==> src/rtl/minterm_sweep_checker_pkg.sv <==
// Shared constants, state encoding and expected-value lookup for the minterm sweep checker.
package minterm_sweep_checker_pkg;

  localparam int unsigned N_IN           = 6;
  localparam int unsigned NUM_VEC        = 64;
  localparam int unsigned ERR_W          = 7;
  localparam int unsigned SETTLE_W       = 4;
  localparam int unsigned DEF_SETTLE_CYC = 2;

  // Bit i is the golden Y for input vector i.
  localparam logic [NUM_VEC-1:0] EXP_MASK = 64'h0500_5500_1511_1511;

  typedef enum logic [2:0] {
    S_IDLE   = 3'd0,
    S_DRIVE  = 3'd1,
    S_SETTLE = 3'd2,
    S_SAMPLE = 3'd3,
    S_DONE   = 3'd4
  } state_e;

  function automatic logic expected_y(input logic [N_IN-1:0] idx);
    return EXP_MASK[idx];
  endfunction

endpackage

==> src/rtl/minterm_vec_counter.sv <==
// Vector index register for the sweep: clear, increment and terminal-index flag.
module minterm_vec_counter
  import minterm_sweep_checker_pkg::*;
(
  input  logic            clk_i,
  input  logic            rst_i,
  input  logic            clr_i,
  input  logic            inc_i,
  output logic [N_IN-1:0] idx_o,
  output logic            last_o
);

  logic [N_IN-1:0] idx_q;
  logic [N_IN-1:0] idx_d;

  always_comb begin
    idx_d = idx_q;
    if (clr_i) begin
      idx_d = '0;
    end else if (inc_i) begin
      idx_d = idx_q + N_IN'(1);
    end
  end

  always_ff @(posedge clk_i or posedge rst_i) begin
    if (rst_i) begin
      idx_q <= '0;
    end else begin
      idx_q <= idx_d;
    end
  end

  assign idx_o  = idx_q;
  assign last_o = (idx_q == {N_IN{1'b1}});

endmodule

==> config.mk <==
export PLATFORM = sky130hd
export DESIGN_NAME = minterm_vec_counter
export DESIGN_NICKNAME = d
export VERILOG_FILES = /design/src/rtl/minterm_sweep_checker_pkg.sv /design/src/rtl/minterm_vec_counter.sv
export SDC_FILE = /design/constraint.sdc
export NUM_CORES = 1
export LEC_CHECK = 0
export ABC_AREA = 1
export CORE_AREA = 2 2 39 41
export DETAILED_ROUTE_END_ITERATION = 10
export DIE_AREA = 0 0 41 43
export RECOVER_POWER = 25
export SLEW_MARGIN = 20
export SYNTH_ARGS = -nofsm -noshare
export SYNTH_HDL_FRONTEND = slang
export SYNTH_SLANG_ARGS = --single-unit
==> constraint.sdc <==
create_clock -name clk_i -period 2.1 [get_ports clk_i]
set_clock_uncertainty 0.1 [all_clocks]
set_input_delay 0.315 -clock clk_i [delete_from_list [all_inputs] [get_ports clk_i]]
set_output_delay 0.315 -clock clk_i [all_outputs]
set_load 0.03 [all_outputs]
==> impl_metrics.yaml <==
sta:
  worst_slew_pin_slew_ns: 0.311
  relSlewSlack: 0.792
  finalHoldViolCount: 0
  tns_ns: 0
  slew_viol_final: 0
  fin_crit_ns: 1.88
  period_share: 0.897
  rsz0062_at_grt: "no"
  hold_slack_ns: 0.321
  setup_viol: 0
  fmax_ghz: 0.531
placement:
  hpwl_microns: 533
  postPlaceCellArea_sq_um: 440
  io_buffers: 10
  place_congestion: 0.661
  numPlacedInstances: 65
power:
  leakage_nw: 0.196
  power.density_nw_per_um2: 578
  ir_drop_mv: 0.217
routing:
  route.detailed.drc: 0
  first_pass_iters: 2
  wirelength_microns: 635
  num_vias: 277
  antenna_left: 0
  wl_per_cell_microns: 9.34
  vias_per_cell: 4.07
  drtIter0Drc: 2
cells_and_area:
  fillers: 161
  utilization: 0.334
  n_antenna_cell: 0
  area_delta_synth_final_pct: 44.1
  final_cell_count_no_fill: 68
  final_cell_mix: "clkdlybuf4s50_1 (8), nand2_1 (7), dfrtp_1 (6), nand3_1 (5), nor2_1 (5)"
  largest_register_ffs: 6
  fin_nets: 59
  final_common_cell: "clkdlybuf4s50_1"
  layout-drive-gt1-share: 0.192
  final_design_area_no_fill_sq_um: 462
critical_path:
  path_buf_inv: 1
  critPathLaunchType: "flip-flop"
  slowest_stage: "dfrtp_1"
  r2r-end: "idx_o[4]"
  critPathKind: "flip-flop to primary output"
  reg2reg_depth: 6
  critical_path_required_ns: 1.68
  cp_max_fo: 4
  path_cells: "ha_1, nand3_1, nor2_1, dlygate4sd2_1"
  slowest_delay_ns: 0.41
  crit_path_end_kind: "primary output"
  rr_startpoint: "idx_o[0]"
  cp.arrival_ns: 1.47
  crit_family: "flip-flops"
  reg2reg_setup_slack_ns: 0.86
clock_network:
  h-tree-depth: 1
  ctsHoldBuffers: 0
  cts_sinks: 6
  worstSkewPairLatency_ns: 0.24
  cts_tree: "yes"
  cts_buffers: 3
  path_clk_slew_ns: 0.04
  clock_path_buffers: 2
  root_buffer: "clkbuf_4"
synth:
  ys_ff_latch: 6
  syn_area_sq_um: 320
  yosysSeqAreaShare: 0.469
  syn_avg_cell_area_sq_um: 8.21
  syn_nets: 44
  synth_cell_types: 13
  yosysTopAreaCell: "dfrtp_1"
  yosys_warnings: 0
  netlist_instances: 39
  synthTopCellsByArea: "dfrtp_1 (47%), nand2_1 (8.2%), nand3_1 (7.8%), nor2_2 (7.8%), nor2_1 (5.9%)"
  synth.top_cell.area_share: 0.469
die:
  dieArea_sq_um: 1760
  io_pins: 11
  die_w_microns: 41
  core_sq_um: 1380
  initial_utilization: 0.231
  fp-row-count: 14
  die_h_microns: 43
grt:
  grt_antenna_before_repair: 0
  track_usage: 0.0861
  grt_pass1_wl_microns: 986
  grt_pass1_vias: 258
  grt_max_degree: 7
  grt-ovfl-total: 0
status:
  status: "finished clean"
job:
  max-cap-violations: 0
hold_path:
  min_path_type: "input port to asynchronous set/reset pin"
[how the worst max path moves through the flow]
stage	startpoint	slack (ns)	end	depth (start not counted)
2_1_floorplan	idx_o[0]	0.36	last_o	3
5_1_grt	idx_o[0]	0.16	last_o	4
4_1_cts	idx_o[0]	0.21	last_o	4
6_report	idx_o[0]	0.22	last_o	4
3_3_place_gp	idx_o[0]	0.22	last_o	4
3_5_place_dp	idx_o[0]	0.20	last_o	4
[timing repair]
action                     4_1_cts  5_1_grt
setup buffers                    0        0
setup endpoints to repair        1        0
gates resized for setup          1        0
[logic make-up (layout without fill, tap and decap cells)]
logic type,count (synthesis),in the layout,share of synthesized area
buffers and inverters,4,17,0.0469
DFF,6,6,0.469
AOI/OAI and AO/OA,4,4,0.0625
and+or+nand+nor,23,23,0.355
adders and majority gates,1,1,0.0391
xor gates and xnor gates,1,1,0.0273
[where the power goes]
group | switching, mW | total [mW] | internal [mW]
clock network | 0.0364 | 0.101 | 0.0643
logic | 0.0236 | 0.0413 | 0.0176
registers | 0.00482 | 0.125 | 0.120
total | 0.0649 | 0.267 | 0.202
[synthesized netlist by cell type]
| cell | count |
|---|---|
| ha_1 | 1 |
| inv_1 | 2 |
| inv_2 | 2 |
| o21ai_1 | 1 |
| nor2_2 | 4 |
| a21oi_1 | 3 |
| nand2_1 | 7 |
| nor2_1 | 5 |
| dfrtp_1 | 6 |
| nor3b_1 | 1 |
| nor2_4 | 1 |
| xnor2_1 | 1 |
| nand3_1 | 5 |
[routing by layer]
layer  wire length [microns]  vias up  track usage  part of all wire
li1                        -      151            -                 -
met5                       0        -            0                 0
met3                      26        0       0.0157             0.041
met4                       0        0       0.0800                 0
met2                     293        5        0.122              0.46
met1                     314      121        0.103              0.49
[layout make-up]
class | count | area [sq um] | share of cell area
Tap cell | 16 | 20.0 | 0.0434
Timing Repair Buffer | 10 | 98.8 | 0.214
Sequential cell | 6 | 150 | 0.325
Inverter | 4 | 15.0 | 0.0325
Multi-Input combinational cell | 29 | 155 | 0.336
Clock buffer | 3 | 22.5 | 0.0488
[worst register-to-register path, stage by stage (launching register included)]
cell	delay [ns]
dfrtp_1	0.41
ha_1	0.22
nand3_1	0.12
nor2_2	0.12
nand2_1	0.06
nand2_1	0.07
nor2_2	0.04
[stage by stage]
step           total power, mW  setup WS [ns]
2_1_floorplan            0.149          0.361
5_1_grt                  0.279          0.159
4_1_cts                  0.275          0.210
3_5_place_dp             0.169          0.197
6_report                 0.267          0.216
3_3_place_gp             0.168          0.224
(Power assumes the default switching activity.)
